[config.mk]
export PLATFORM = sky130hd
export DESIGN_NAME = tensor_core_controller
export DESIGN_NICKNAME = d
export VERILOG_FILES = /design/src/rtl/tensor_core_controller.sv
export SDC_FILE = /design/constraint.sdc
export NUM_CORES = 1
export LEC_CHECK = 0
export ABC_AREA = 1
export CAP_MARGIN = 40
export CORE_MARGIN = 1
export CORE_UTILIZATION = 46
export CTS_BUF_LIST = sky130_fd_sc_hd__clkbuf_2 sky130_fd_sc_hd__clkbuf_4 sky130_fd_sc_hd__clkbuf_8
export CTS_CLUSTER_DIAMETER = 50
export CTS_CLUSTER_SIZE = 28
export DETAILED_ROUTE_END_ITERATION = 8
export PLACE_DENSITY = 0.73
export SYNTH_ARGS = -nofsm -noshare
export SYNTH_HDL_FRONTEND = slang
export SYNTH_SLANG_ARGS = --single-unit
[constraint.sdc]
create_clock -name clock_in -period 10.6 [get_ports clock_in]
set_input_delay 2.65 -clock clock_in [delete_from_list [all_inputs] [get_ports clock_in]]
set_output_delay 2.65 -clock clock_in [all_outputs]
set_load 0.005 [all_outputs]
[src/rtl/tensor_core_controller.sv]
// rtl/tensor_core_controller.sv - tensor core operand/result storage, burst access and 3x3 MAC sequencer
//
// Decodes the 16-bit word stream (opcode in [1:0]). The controller holds the
// 3x3 signed 8-bit matrices A, B and C. BURST moves A/B in and C out, and
// OPERATE computes C = A x B with one multiply-accumulate per clock.
//
// Ports:
//   clock_in                         system clock
//   reset_in                         asynchronous active-high reset
//   current_tensor_core_instruction  instruction or data word, one per clock
//   tensor_core_controller_output    registered C element from burst reads
//   busy                             high while a multiply is in progress
//   done                             one-cycle pulse when C is complete
//   error_sticky                     a non-NOP word was dropped while busy
module tensor_core_controller #(
    parameter int MAC_WIDTH  = 18,
    parameter int SAT_ENABLE = 1
) (
    input  logic              clock_in,
    input  logic              reset_in,
    input  logic [15:0]       current_tensor_core_instruction,
    output logic signed [7:0] tensor_core_controller_output,
    output logic              busy,
    output logic              done,
    output logic              error_sticky
);

    typedef enum logic [2:0] {
        S_IDLE,
        S_BURST_W,
        S_BURST_R,
        S_BURST_RW,
        S_MAC
    } state_t;

    localparam logic signed [MAC_WIDTH-1:0] LP_SAT_MAX = MAC_WIDTH'(127);
    localparam logic signed [MAC_WIDTH-1:0] LP_SAT_MIN = MAC_WIDTH'(-128);

    state_t r_state;
    state_t w_next_state;

    logic signed [7:0] r_a [0:8];
    logic signed [7:0] r_b [0:8];
    logic signed [7:0] r_c [0:8];

    logic signed [7:0]           r_out;
    logic                        r_busy;
    logic                        r_done;
    logic                        r_err;
    logic [3:0]                  r_idx;
    logic [3:0]                  r_rem;
    logic [1:0]                  r_mi;
    logic [1:0]                  r_mj;
    logic [1:0]                  r_mk;
    logic signed [MAC_WIDTH-1:0] r_acc;

    logic [15:0] w_word;
    logic [1:0]  w_opcode;
    logic [1:0]  w_sel;
    logic [3:0]  w_hdr_count;
    logic [3:0]  w_hdr_start;
    logic        w_soft_reset;
    logic        w_start_mac;
    logic        w_start_burst;
    logic        w_burst_write;
    logic        w_burst_read;
    logic        w_in_burst;
    logic        w_in_mac;
    logic        w_drop;
    logic        w_mac_last;

    logic [3:0]                  w_a_idx;
    logic [3:0]                  w_b_idx;
    logic [3:0]                  w_c_idx;
    logic signed [15:0]          w_prod;
    logic signed [MAC_WIDTH-1:0] w_prod_ext;
    logic signed [MAC_WIDTH-1:0] w_acc_base;
    logic signed [MAC_WIDTH-1:0] w_sum;
    logic signed [7:0]           w_c_val;

    assign w_word      = current_tensor_core_instruction;
    assign w_opcode    = w_word[1:0];
    assign w_sel       = w_word[3:2];
    assign w_hdr_count = (w_word[7:4] == 4'd0 || w_word[7:4] > 4'd9) ? 4'd9 : w_word[7:4];
    assign w_hdr_start = (w_word[11:8] > 4'd8) ? 4'd0 : w_word[11:8];
    assign w_mac_last  = (r_mi == 2'd2) && (r_mj == 2'd2) && (r_mk == 2'd2);

    // The RESET opcode is honoured wherever the word is not operand data. In
    // write and read+write phases the low byte is a B element, so B values
    // such as 3 or 7 must not be mistaken for RESET.
    assign w_soft_reset = (w_opcode == 2'b11) &&
                          (r_state == S_IDLE || r_state == S_MAC || r_state == S_BURST_R);

    always_comb begin
        w_next_state  = r_state;
        w_start_mac   = 1'b0;
        w_start_burst = 1'b0;
        w_burst_write = 1'b0;
        w_burst_read  = 1'b0;
        w_in_burst    = 1'b0;
        w_in_mac      = 1'b0;
        w_drop        = 1'b0;
        if (w_soft_reset) begin
            w_next_state = S_IDLE;
        end else begin
            case (r_state)
                S_IDLE: begin
                    if (w_opcode == 2'b01) begin
                        w_start_mac  = 1'b1;
                        w_next_state = S_MAC;
                    end else if (w_opcode == 2'b10 && w_sel != 2'b11) begin
                        w_start_burst = 1'b1;
                        case (w_sel)
                            2'b00:   w_next_state = S_BURST_R;
                            2'b01:   w_next_state = S_BURST_W;
                            default: w_next_state = S_BURST_RW;
                        endcase
                    end
                end
                S_BURST_W, S_BURST_R, S_BURST_RW: begin
                    w_in_burst    = 1'b1;
                    w_burst_write = (r_state != S_BURST_R);
                    w_burst_read  = (r_state != S_BURST_W);
                    if (r_rem == 4'd1) begin
                        w_next_state = S_IDLE;
                    end
                end
                S_MAC: begin
                    w_in_mac = 1'b1;
                    // A select-11 BURST header is a NOP, so it is not an error.
                    w_drop   = (w_opcode == 2'b01) || (w_opcode == 2'b10 && w_sel != 2'b11);
                    if (w_mac_last) begin
                        w_next_state = S_IDLE;
                    end
                end
                default: w_next_state = S_IDLE;
            endcase
        end
    end

    always_ff @(posedge clock_in or posedge reset_in) begin
        if (reset_in) begin
            r_state <= S_IDLE;
        end else begin
            r_state <= w_next_state;
        end
    end

    // MAC datapath: A[i*3+k] * B[k*3+j], with k innermost
    assign w_a_idx    = {2'b00, r_mi} * 4'd3 + {2'b00, r_mk};
    assign w_b_idx    = {2'b00, r_mk} * 4'd3 + {2'b00, r_mj};
    assign w_c_idx    = {2'b00, r_mi} * 4'd3 + {2'b00, r_mj};
    assign w_prod     = r_a[w_a_idx] * r_b[w_b_idx];
    assign w_prod_ext = MAC_WIDTH'(w_prod);
    assign w_acc_base = (r_mk == 2'd0) ? LP_SAT_MAX - LP_SAT_MAX : r_acc;
    assign w_sum      = w_acc_base + w_prod_ext;

    always_comb begin
        w_c_val = w_sum[7:0];
        if (SAT_ENABLE != 0) begin
            if (w_sum > LP_SAT_MAX) begin
                w_c_val = 8'sd127;
            end else if (w_sum < LP_SAT_MIN) begin
                w_c_val = -8'sd128;
            end
        end
    end

    always_ff @(posedge clock_in or posedge reset_in) begin
        if (reset_in) begin
            for (int n = 0; n < 9; n++) begin
                r_a[n] <= '0;
                r_b[n] <= '0;
                r_c[n] <= '0;
            end
            r_out  <= '0;
            r_busy <= 1'b0;
            r_done <= 1'b0;
            r_err  <= 1'b0;
            r_idx  <= '0;
            r_rem  <= '0;
            r_mi   <= '0;
            r_mj   <= '0;
            r_mk   <= '0;
            r_acc  <= '0;
        end else if (w_soft_reset) begin
            for (int n = 0; n < 9; n++) begin
                r_a[n] <= '0;
                r_b[n] <= '0;
                r_c[n] <= '0;
            end
            r_out  <= '0;
            r_busy <= 1'b0;
            r_done <= 1'b0;
            r_err  <= 1'b0;
            r_idx  <= '0;
            r_rem  <= '0;
            r_mi   <= '0;
            r_mj   <= '0;
            r_mk   <= '0;
            r_acc  <= '0;
        end else begin
            r_done <= 1'b0;
            if (w_start_mac) begin
                r_busy <= 1'b1;
                r_mi   <= '0;
                r_mj   <= '0;
                r_mk   <= '0;
            end
            if (w_start_burst) begin
                r_idx <= w_hdr_start;
                r_rem <= w_hdr_count;
            end
            if (w_burst_write) begin
                r_a[r_idx] <= w_word[15:8];
                r_b[r_idx] <= w_word[7:0];
            end
            if (w_burst_read) begin
                r_out <= r_c[r_idx];
            end
            if (w_in_burst) begin
                r_idx <= (r_idx == 4'd8) ? 4'd0 : r_idx + 4'd1;
                r_rem <= r_rem - 4'd1;
            end
            if (w_in_mac) begin
                if (w_drop) begin
                    r_err <= 1'b1;
                end
                r_acc <= w_sum;
                if (r_mk == 2'd2) begin
                    r_c[w_c_idx] <= w_c_val;
                    r_mk <= 2'd0;
                    if (r_mj == 2'd2) begin
                        r_mj <= 2'd0;
                        r_mi <= r_mi + 2'd1;
                    end else begin
                        r_mj <= r_mj + 2'd1;
                    end
                end else begin
                    r_mk <= r_mk + 2'd1;
                end
                if (w_mac_last) begin
                    r_busy <= 1'b0;
                    r_done <= 1'b1;
                end
            end
        end
    end

    assign tensor_core_controller_output = r_out;
    assign busy         = r_busy;
    assign done         = r_done;
    assign error_sticky = r_err;

endmodule
# After elaboration in Yosys (flattened, before gate mapping)
# Cells that the tools add are included.
# word_totals
in_bits	18
regBits	262
n_memories	0
latchBits	0
word_cells	195
ram_bits	0
mem_bits_ro	0
# op_classes
shifts	0
multipliers	3
addsub	9
magnitude_cmp	10
n_mux	87
bitwise_logic	4
eq_ne	19
reduce_logical	25
div	0
# op_table
op	count
2-to-1 mux 72 bit	7
bitwise mux 72 bit	3
binary-select mux 8 bit (select 4 bit)	3
2-to-1 mux 8 bit	12
demux 8 bit (select 4 bit)	2
2-to-1 mux 18 bit	3
2-to-1 mux 4 bit	9
2-to-1 mux 2 bit	14
2-to-1 mux 1 bit	27
greater-or-equal comparator 5 bit, second input constant	4
inverter 4 -> 5 bit	4
adder 18 x 16 -> 18 bit	1
greater-than comparator 18 x 8 -> 1 bit, second input constant	1
< comparator 18 x 8 -> 1 bit, second input constant	1
multiplier 8 x 8 -> 16 bit	1
2-to-1 mux 3 bit	5
adder 4 x 2 -> 4 bit	3
equality test 2 bit, second input constant	5
< comparator 5 x 1 -> 1 bit, second input constant	2
nonzero test 2 bit	5
one-hot mux 3 bit (3 select lines)	1
greater-than comparator 4 bit, second input constant	2
multiplier 2 x 2 -> 4 bit, second input constant	2
adder 2 x 1 -> 2 bit, second input constant	3
other kinds (23)	37

# Longest topological paths before layout
# Gate-level depths: netlist of the first run.
# logic_depth
word_depth	15
mapped_depth	39
mapped_depth_nobuf	37

# Worst setup path after synthesis of the first run
# Ideal clock, no wire load.
# synth_path
path_kind	register -> register
start	reg r_mk[1]
end	reg r_c[0] (netlist name)
t_required_ns	10.483
arrival_time_ns	7.644
path_buffers	2
setup_ns	0.117
synth_period_minus_slack_ns	7.761
slack_ns	2.839
stages_incl_launch_ff	37
path_cell_list	dfrtp_1 > inv_1 > fa_1 > inv_1 > ha_1 > inv_1 > fa_1 > buf_2 > inv_1 > or2_2 > clkbuf_1 > o21ai_0 > nand2_1 > nor2_2 > inv_1 > fa_1 > inv_1 > fa_1 > fa_1 > fa_1 > inv_1 > fa_1 > inv_1 > ha_1 > nand2_1 > inv_1 > nand2_1 > nand3_1 > and2_1 > nor2_1 > nand3_1 > nand2_1 > inv_2 > nand2_2 > nand2_4 > nand2_1 > nand2_1
# synth_via
elab_chain_len	15
# synth_rtl
item	line_no	source
start: declaration	54	logic [1:0] r_mk;
start signal: assignment	240	r_mk <= r_mk + 2'd1;
multiplier 2 x 2 -> 4 bit	151	assign w_b_idx = {2'b00, r_mk} * 4'd3 + {2'b00, r_mj};
adder 4 x 2 -> 4 bit	151	
inverter 4 -> 5 bit (not written as such)	153	assign w_prod = r_a[w_a_idx] * r_b[w_b_idx];
binary-select mux 8 bit (select 4 bit)	153	
2-to-1 mux 8 bit (not written as such) (2 in series)	153	
multiplier 8 x 8 -> 16 bit	153	
adder 18 x 16 -> 18 bit	156	assign w_sum = w_acc_base + w_prod_ext;
< comparator 18 x 8 -> 1 bit	163	end else if (w_sum < LP_SAT_MIN) begin
2-to-1 mux 8 bit	163	
2-to-1 mux 8 bit	161	if (w_sum > LP_SAT_MAX) begin
bitwise mux 72 bit	231	r_c[w_c_idx] <= w_c_val;
2-to-1 mux 72 bit	230	if (r_mk == 2'd2) begin
2-to-1 mux 72 bit	225	if (w_in_mac) begin
2-to-1 mux 72 bit	186	end else if (w_soft_reset) begin
end signal: indexed assignment	231	
end: declaration	44	logic signed [7:0] r_c [0:8];
# Several ways; a longest one is shown, not always the timed one. The select of a mux whose other input is x is not followed.
# A chain may end at the register's enable or synchronous reset.

# Worst setup path in the final report of the first run
# layout_path
start	reg r_mk[1]
end	reg r_c[2] (netlist name)
# The elaborated chain is that of the path after synthesis.

==> results of run 1 <==
kinds of logic (layout without fill, tap and decap cells):
logic type               Yosys count  after routing  share of synthesized area
AO/OA/AOI/OAI                    410            410                     0.1477
AND/OR/NAND/NOR                  795            795                     0.2080
adder cells (fa/ha/maj)          146            146                     0.1529
buffers and inverters            323            344                    0.07605
XOR/XNOR                          14             14                   0.008769
flip-flops                       262            262                     0.4066
cells in the mapped netlist, types with 2 or more instances:
cell type	number	area [um^2]
a21boi_0	3	22.52
xnor2_1	6	52.55
a22o_1	6	52.55
a31oi_1	2	12.51
dfrtp_1	262	6556
inv_2	5	18.77
o21a_1	6	45.04
buf_1	8	30.03
fa_1	85	1702
ha_1	61	763.2
o21ai_0	208	1041
nand4_1	9	56.30
clkinv_1	3	11.26
nand2_4	8	90.09
inv_1	230	863.3
nand3b_1	4	30.03
nand3_1	185	925.9
buf_2	5	25.02
xor2_1	7	61.31
a32o_1	7	70.07
a22oi_1	7	52.55
o22ai_1	45	281.5
o221ai_1	17	148.9
nor3_1	5	25.02
or2_2	3	18.77
clkbuf_1	71	266.5
a21oi_1	82	410.4
nand2_1	434	1629
a32oi_1	3	26.28
o21a_4	2	30.03
or2_1	2	12.51
nor2_1	138	518.0
o311ai_0	15	131.4
nor2_2	3	18.77
worst max path at each step:
stage | from | end | slack [ps]
after floorplan | reset_in | busy$_DFF_PP0_ | 740
after global placement | r_mk[1]$_DFFE_PP0P_ | r_c[3]$_DFFE_PP0P_ | 1930
after detailed placement | r_mk[1]$_DFFE_PP0P_ | r_c[2]$_DFFE_PP0P_ | 1810
after CTS | r_mk[1]$_DFFE_PP0P_ | r_c[37]$_DFFE_PP0P_ | 1750
after global routing | r_mk[1]$_DFFE_PP0P_ | r_c[37]$_DFFE_PP0P_ | 1090
final | r_mk[1]$_DFFE_PP0P_ | r_c[2]$_DFFE_PP0P_ | 1690
flip-flops by register name, summed over array words and instances, names as in the netlist:
signal / cells
busy: 1
done: 1
error_sticky: 1
r_a: 72
r_acc: 18
r_b: 72
r_c: 72
r_idx: 4
r_mi: 2
r_mj: 2
r_mk: 2
r_rem: 4
r_state: 3
tensor_core_controller_output: 8
worst max-delay path, delay by kind of cell (launching register included):
kind | cells | cell delay (ps)
adder cells (fa/ha/maj) | 9 | 4230
AND/OR/NAND/NOR | 15 | 2810
buffers and inverters | 10 | 1180
flip-flops | 1 | 440
AO/OA/AOI/OAI | 1 | 150
layer usage:
layer | vias up | track usage | part of all wire
met5 | - | 0 | 0
met4 | 0 | 0.06917 | 0.023
met3 | 75 | 0.03429 | 0.068
met2 | 573 | 0.4041 | 0.47
met1 | 6708 | 0.3491 | 0.44
li1 | 6399 | - | -
cell usage in the layout (no fill, tap or decap), drive strengths merged, types with 2 or more instances in the layout:
cell | netlist | final
a21boi | 3 | 3
a21oi | 83 | 83
a22o | 6 | 6
a22oi | 7 | 7
a31oi | 2 | 2
a32o | 7 | 7
a32oi | 3 | 3
buf | 14 | 25
clkbuf | 71 | 33
clkdlybuf4s50 | 0 | 28
clkinv | 3 | 12
clkinvlp | 0 | 4
dfrtp | 262 | 262
fa | 85 | 85
ha | 61 | 61
inv | 235 | 242
nand2 | 443 | 443
nand3 | 185 | 185
nand3b | 4 | 4
nand4 | 9 | 9
nor2 | 141 | 141
nor3 | 5 | 5
o21a | 8 | 8
o21ai | 208 | 208
o221ai | 17 | 17
o22ai | 45 | 45
o311ai | 15 | 15
or2 | 5 | 5
xnor2 | 7 | 7
xor2 | 7 | 7
per-stage QoR:
step	hold WS [ps]	setup WS [ps]	instances
4_1_cts	487.8	1749	2426
3_3_place_gp	462.8	1926	2366
6_report	485.0	1692	2426
2_1_floorplan	448.8	738.1	1950
5_1_grt	505.5	1092	2426
3_5_place_dp	465.8	1815	2373
layout make-up:
| cell class | instances | share of cell area |
|---|---|---|
| Tap cell | 455 | 0.03249 |
| Clock buffer | 33 | 0.02556 |
| Sequential cell | 262 | 0.3741 |
| Inverter | 238 | 0.05141 |
| Multi-Input combinational cell | 1365 | 0.4767 |
| Timing Repair Buffer | 53 | 0.02856 |
| Clock inverter | 20 | 0.01114 |
==> metrics.md, run 1 <==
| Metric | Value |
|---|---|
| Worst slew margin | 0.4003 |
| Nets | 2113 |
| HP Class | register to register |
| Routability congestion estimate | 0.8729 |
| Worst reg2reg startpoint | r_mk[1]$_DFFE_PP0P_ |
| Final Instance Area | 17520 um^2 |
| Root Buffer | clkbuf_8 |
| Worst r2r path cells | 35 |
| Max-cap viol count | 0 |
| Seq cells post-synth | 262 |
| Via-per-instance ratio | 5.670 |
| CP Data Required Time | 11150 ps |
| Reg2Reg Setup Slack | 1690 ps |
| Final setup fails | 0 |
| Seq/Total Area, Yosys | 0.4066 |
| Antenna violations before repair | 0 |
| First-pass GRT wire length | 71.48 mm |
| CTS Sinks | 262 |
| Antenna Cells | 0 |
| Setup TNS | 0 ps |
| Fin. max-slew vios | 0 |
| Layout area overhead | 8.683% |
| Worst path slowest cell | fa_1 |
| Global-route usage over all layers | 0.2491 |
| WL per Instance | 18.07 um |
| Initial Utilization | 0.4668 |
| Vias in the first global route | 13363 |
| Syn avg cell area | 8.269 um^2 |
| # DRC | 0 |
| 1st-iter DRT viols | 1318 |
| Status | complete, no violations |
| Syn Std Cell Area | 16120 um^2 |
| Worst skew pair latency | 620 ps |
| Fmax | 112.3 MHz |
| Vias post-DR | 13755 |
| Worst EP arrival | 9450 ps |
| Final min period | 8908 ps |
| Port Buffers | 28 |
| Asr flop ratio synth | 1.000 |
| CTS tree | yes |
| Period utilization | 0.8404 |
| Syn nets | 2114 |
| CP max FO | 11 |
| H-tree depth | 1 |
| CP max stage delay | 730 ps |
| Area of the multi-input gates | 8354 um^2 |
| Final core occ | 0.5073 |
| Number of routed nets with antenna violations | 0 |
| Placed Area | 16880 um^2 |
| Reg-to-reg endpoint | r_c[2]$_DFFE_PP0P_ |
| DRT Pass-1 Iters | 5 |
| HP Start | r_c[35]$_DFFE_PP0P_ |
| Tightest Pin Transition | 888.3 ps |
| Top_reg_cell synth | dfrtp_1 |
| WHS Endpoint | r_c[35]$_DFFE_PP0P_ |
| Die width | 189.2 um |
| Yosys cell types | 47 |
| Row Count | 68 |
| Die area | 35810 um^2 |
| # Post-CTS Setup Buffers | 0 |
| CP Capture Type | register |
| Setup CP Type | register to register |
| Chip height | 189.2 um |
| Dpl hpwl | 29.67 mm |
| Bufs on Longest Clock Path | 3 |
| Register area | 6556 um^2 |
| Largest net degree at the start of global routing | 145 |
| CP Launch Type | register |
| Clk pin slew, worst setup/hold paths | 90 ps |
| CTS resizes | 0 |
| Most used cell, CP | inv_1 |
| Total Wirelength | 43.84 mm |
| Cts bufs inserted | 29 |
| Synth warn | 0 |
| GR Overflow Total | 0 |
| EDFF count, synth | 0 |
| # fillers | 3248 |
| Final Skew | 25.17 ps |
| Hold Path Depth | 2 |
| Core ar. | 34540 um^2 |
| Number of top-level pins | 29 |
| Layout cells sized above 1 | 0.05277 |
| RSZ-0062 raised after global routing | false |
| Final Hold Viols | 0 |
| Cells after Synth | 1950 |
| Hold Buf Count CTS | 0 |
Power of run 1 is not shown: default switching activity piles up to over one toggle a cycle in this logic, so the estimate is an artifact.
==> run 2, diff against run 1 <==
- clock period: 10.6 -> 8.4 ns (I/O delays scaled with it)
==> run 2 against run 1 <==
Net effect: non-clock buffer count up 18; highest routed layer unchanged; largest cell class unchanged; clock skew up 26 ps; critical path type unchanged; die area unchanged; cell count up 0.70%; sequential cell count unchanged; first-iteration DRC count down 1.1%; core utilization up 0.48 points; fmax up 13%; via count up 1.5%.
==> metrics.md, run 2 (same netlist as run 1, synthesis figures left out) <==
| Metric | Value |
|---|---|
| Most used cell, CP | nand2_1 |
| CP Data Required Time | 8870 ps |
| # fillers | 3261 |
| First-pass GRT wire length | 72.53 mm |
| Die width | 189.2 um |
| 1st-iter DRT viols | 1304 |
| CP max stage delay | 560 ps |
| CP max FO | 10 |
| Worst slew margin | 0.3235 |
| CTS resizes | 0 |
| Dpl hpwl | 30.13 mm |
| Total Wirelength | 44.20 mm |
| Clk pin slew, worst setup/hold paths | 90 ps |
| CP Capture Type | register |
| Final setup fails | 0 |
| # DRC | 0 |
| Most common cell after layout, fill and taps aside | nand2_1 |
| CTS tree | yes |
| Antenna Cells | 0 |
| Area of the multi-input gates | 8369 um^2 |
| CP Launch Type | register |
| Fmax | 126.8 MHz |
| Vias post-DR | 13959 |
| WL per Instance | 18.09 um |
| Register area | 6556 um^2 |
| GR Overflow Total | 0 |
| Layout area overhead | 9.715% |
| Fin. max-slew vios | 0 |
| H-tree depth | 1 |
| Tightest Pin Transition | 1015 ps |
| Status | complete, no violations |
| Final Instance Area | 17690 um^2 |
| Chip height | 189.2 um |
| Initial Utilization | 0.4668 |
| Final min period | 7887 ps |
| Setup CP Type | register to register |
| Largest registers | r_a (72), r_b (72), r_c (72) |
| Number of routed nets with antenna violations | 0 |
| Most frequent cells in the layout | nand2_1, dfrtp_1, inv_1, o21ai_0, nand3_1 |
| Period utilization | 0.9390 |
| Worst skew pair latency | 620 ps |
| Global-route usage over all layers | 0.2527 |
| Routability congestion estimate | 0.9048 |
| # Post-CTS Setup Buffers | 0 |
| Port Buffers | 28 |
| Root Buffer | clkbuf_8 |
| Hold Buf Count CTS | 0 |
| Die area | 35810 um^2 |
| CTS Sinks | 262 |
| Core ar. | 34540 um^2 |
| DRT Pass-1 Iters | 8 |
| Worst EP arrival | 8360 ps |
| Bufs on Longest Clock Path | 3 |
| HP Class | register to register |
| Nets | 2132 |
| Largest net degree at the start of global routing | 177 |
| Final Skew | 51.12 ps |
| Layout cells sized above 1 | 0.06489 |
| Antenna violations before repair | 0 |
| Via-per-instance ratio | 5.714 |
| Worst path slowest cell | fa_1 |
| Placed Area | 17030 um^2 |
| Number of top-level pins | 29 |
| Cts bufs inserted | 29 |
| Vias in the first global route | 13933 |
| Max-cap viol count | 0 |
| Row Count | 68 |
| Final Hold Viols | 0 |
-- run 2: final timing paths --
| kind | startpoint | to | slack (ps) | cells past startpoint |
|---|---|---|---|---|
| max | r_mj[1]$_DFF_PP0_ | r_c[45]$_DFFE_PP0P_ | 510 | 34 |
| min reg2reg | r_c[27]$_DFFE_PP0P_ | r_c[27]$_DFFE_PP0P_ | 480 | 2 |
| min | r_c[27]$_DFFE_PP0P_ | r_c[27]$_DFFE_PP0P_ | 480 | 2 |
| min in group asynchronous | reset_in | r_c[33]$_DFFE_PP0P_ | 1770 | 2 |
| max in group asynchronous | reset_in | r_a[14]$_DFFE_PP0P_ | 5470 | 3 |
| max reg2reg | r_mj[1]$_DFF_PP0_ | r_c[45]$_DFFE_PP0P_ | 510 | 34 |
-- run 2: layout make-up --
class | count | share of cell area
clock buffer | 31 | 0.02412
clock inverter | 20 | 0.01202
inverter | 238 | 0.05092
multi-input combinational | 1365 | 0.4731
sequential | 262 | 0.3706
tap | 455 | 0.03218
timing repair buffer | 71 | 0.03664
timing repair inverter | 1 | 0.0004244
-- run 2: worst max-delay path, delay by kind of cell, from the launching register on --
kind	cells	cell delay (ps)
compound gates	4	860
buf+inv	8	1010
flops	1	420
fa+ha+maj	8	3770
simple gates	14	1690
-- run 2: routing by layer --
| layer | share of wire | track usage |
|---|---|---|
| met4 | 0.038 | 0.09926 |
| met2 | 0.46 | 0.4058 |
| met1 | 0.42 | 0.3418 |
| met3 | 0.078 | 0.04152 |
| met5 | 0 | 0 |
-- run 2: per-stage QoR --
stage	setup TNS (ps)	util	instances	setup slack, ps	hold slack, ps
after floorplan	0	-	1950	638.8	448.8
after global placement	0	0.4913	2388	492.1	463.0
after detailed placement	0	0.4929	2391	359.8	465.4
after CTS	0	0.5114	2442	330.5	487.9
after global routing	-28.94	0.5121	2443	-10.06	502.4
final	0	0.5121	2443	512.8	483.5
Power of run 2 is left out for the same reason.
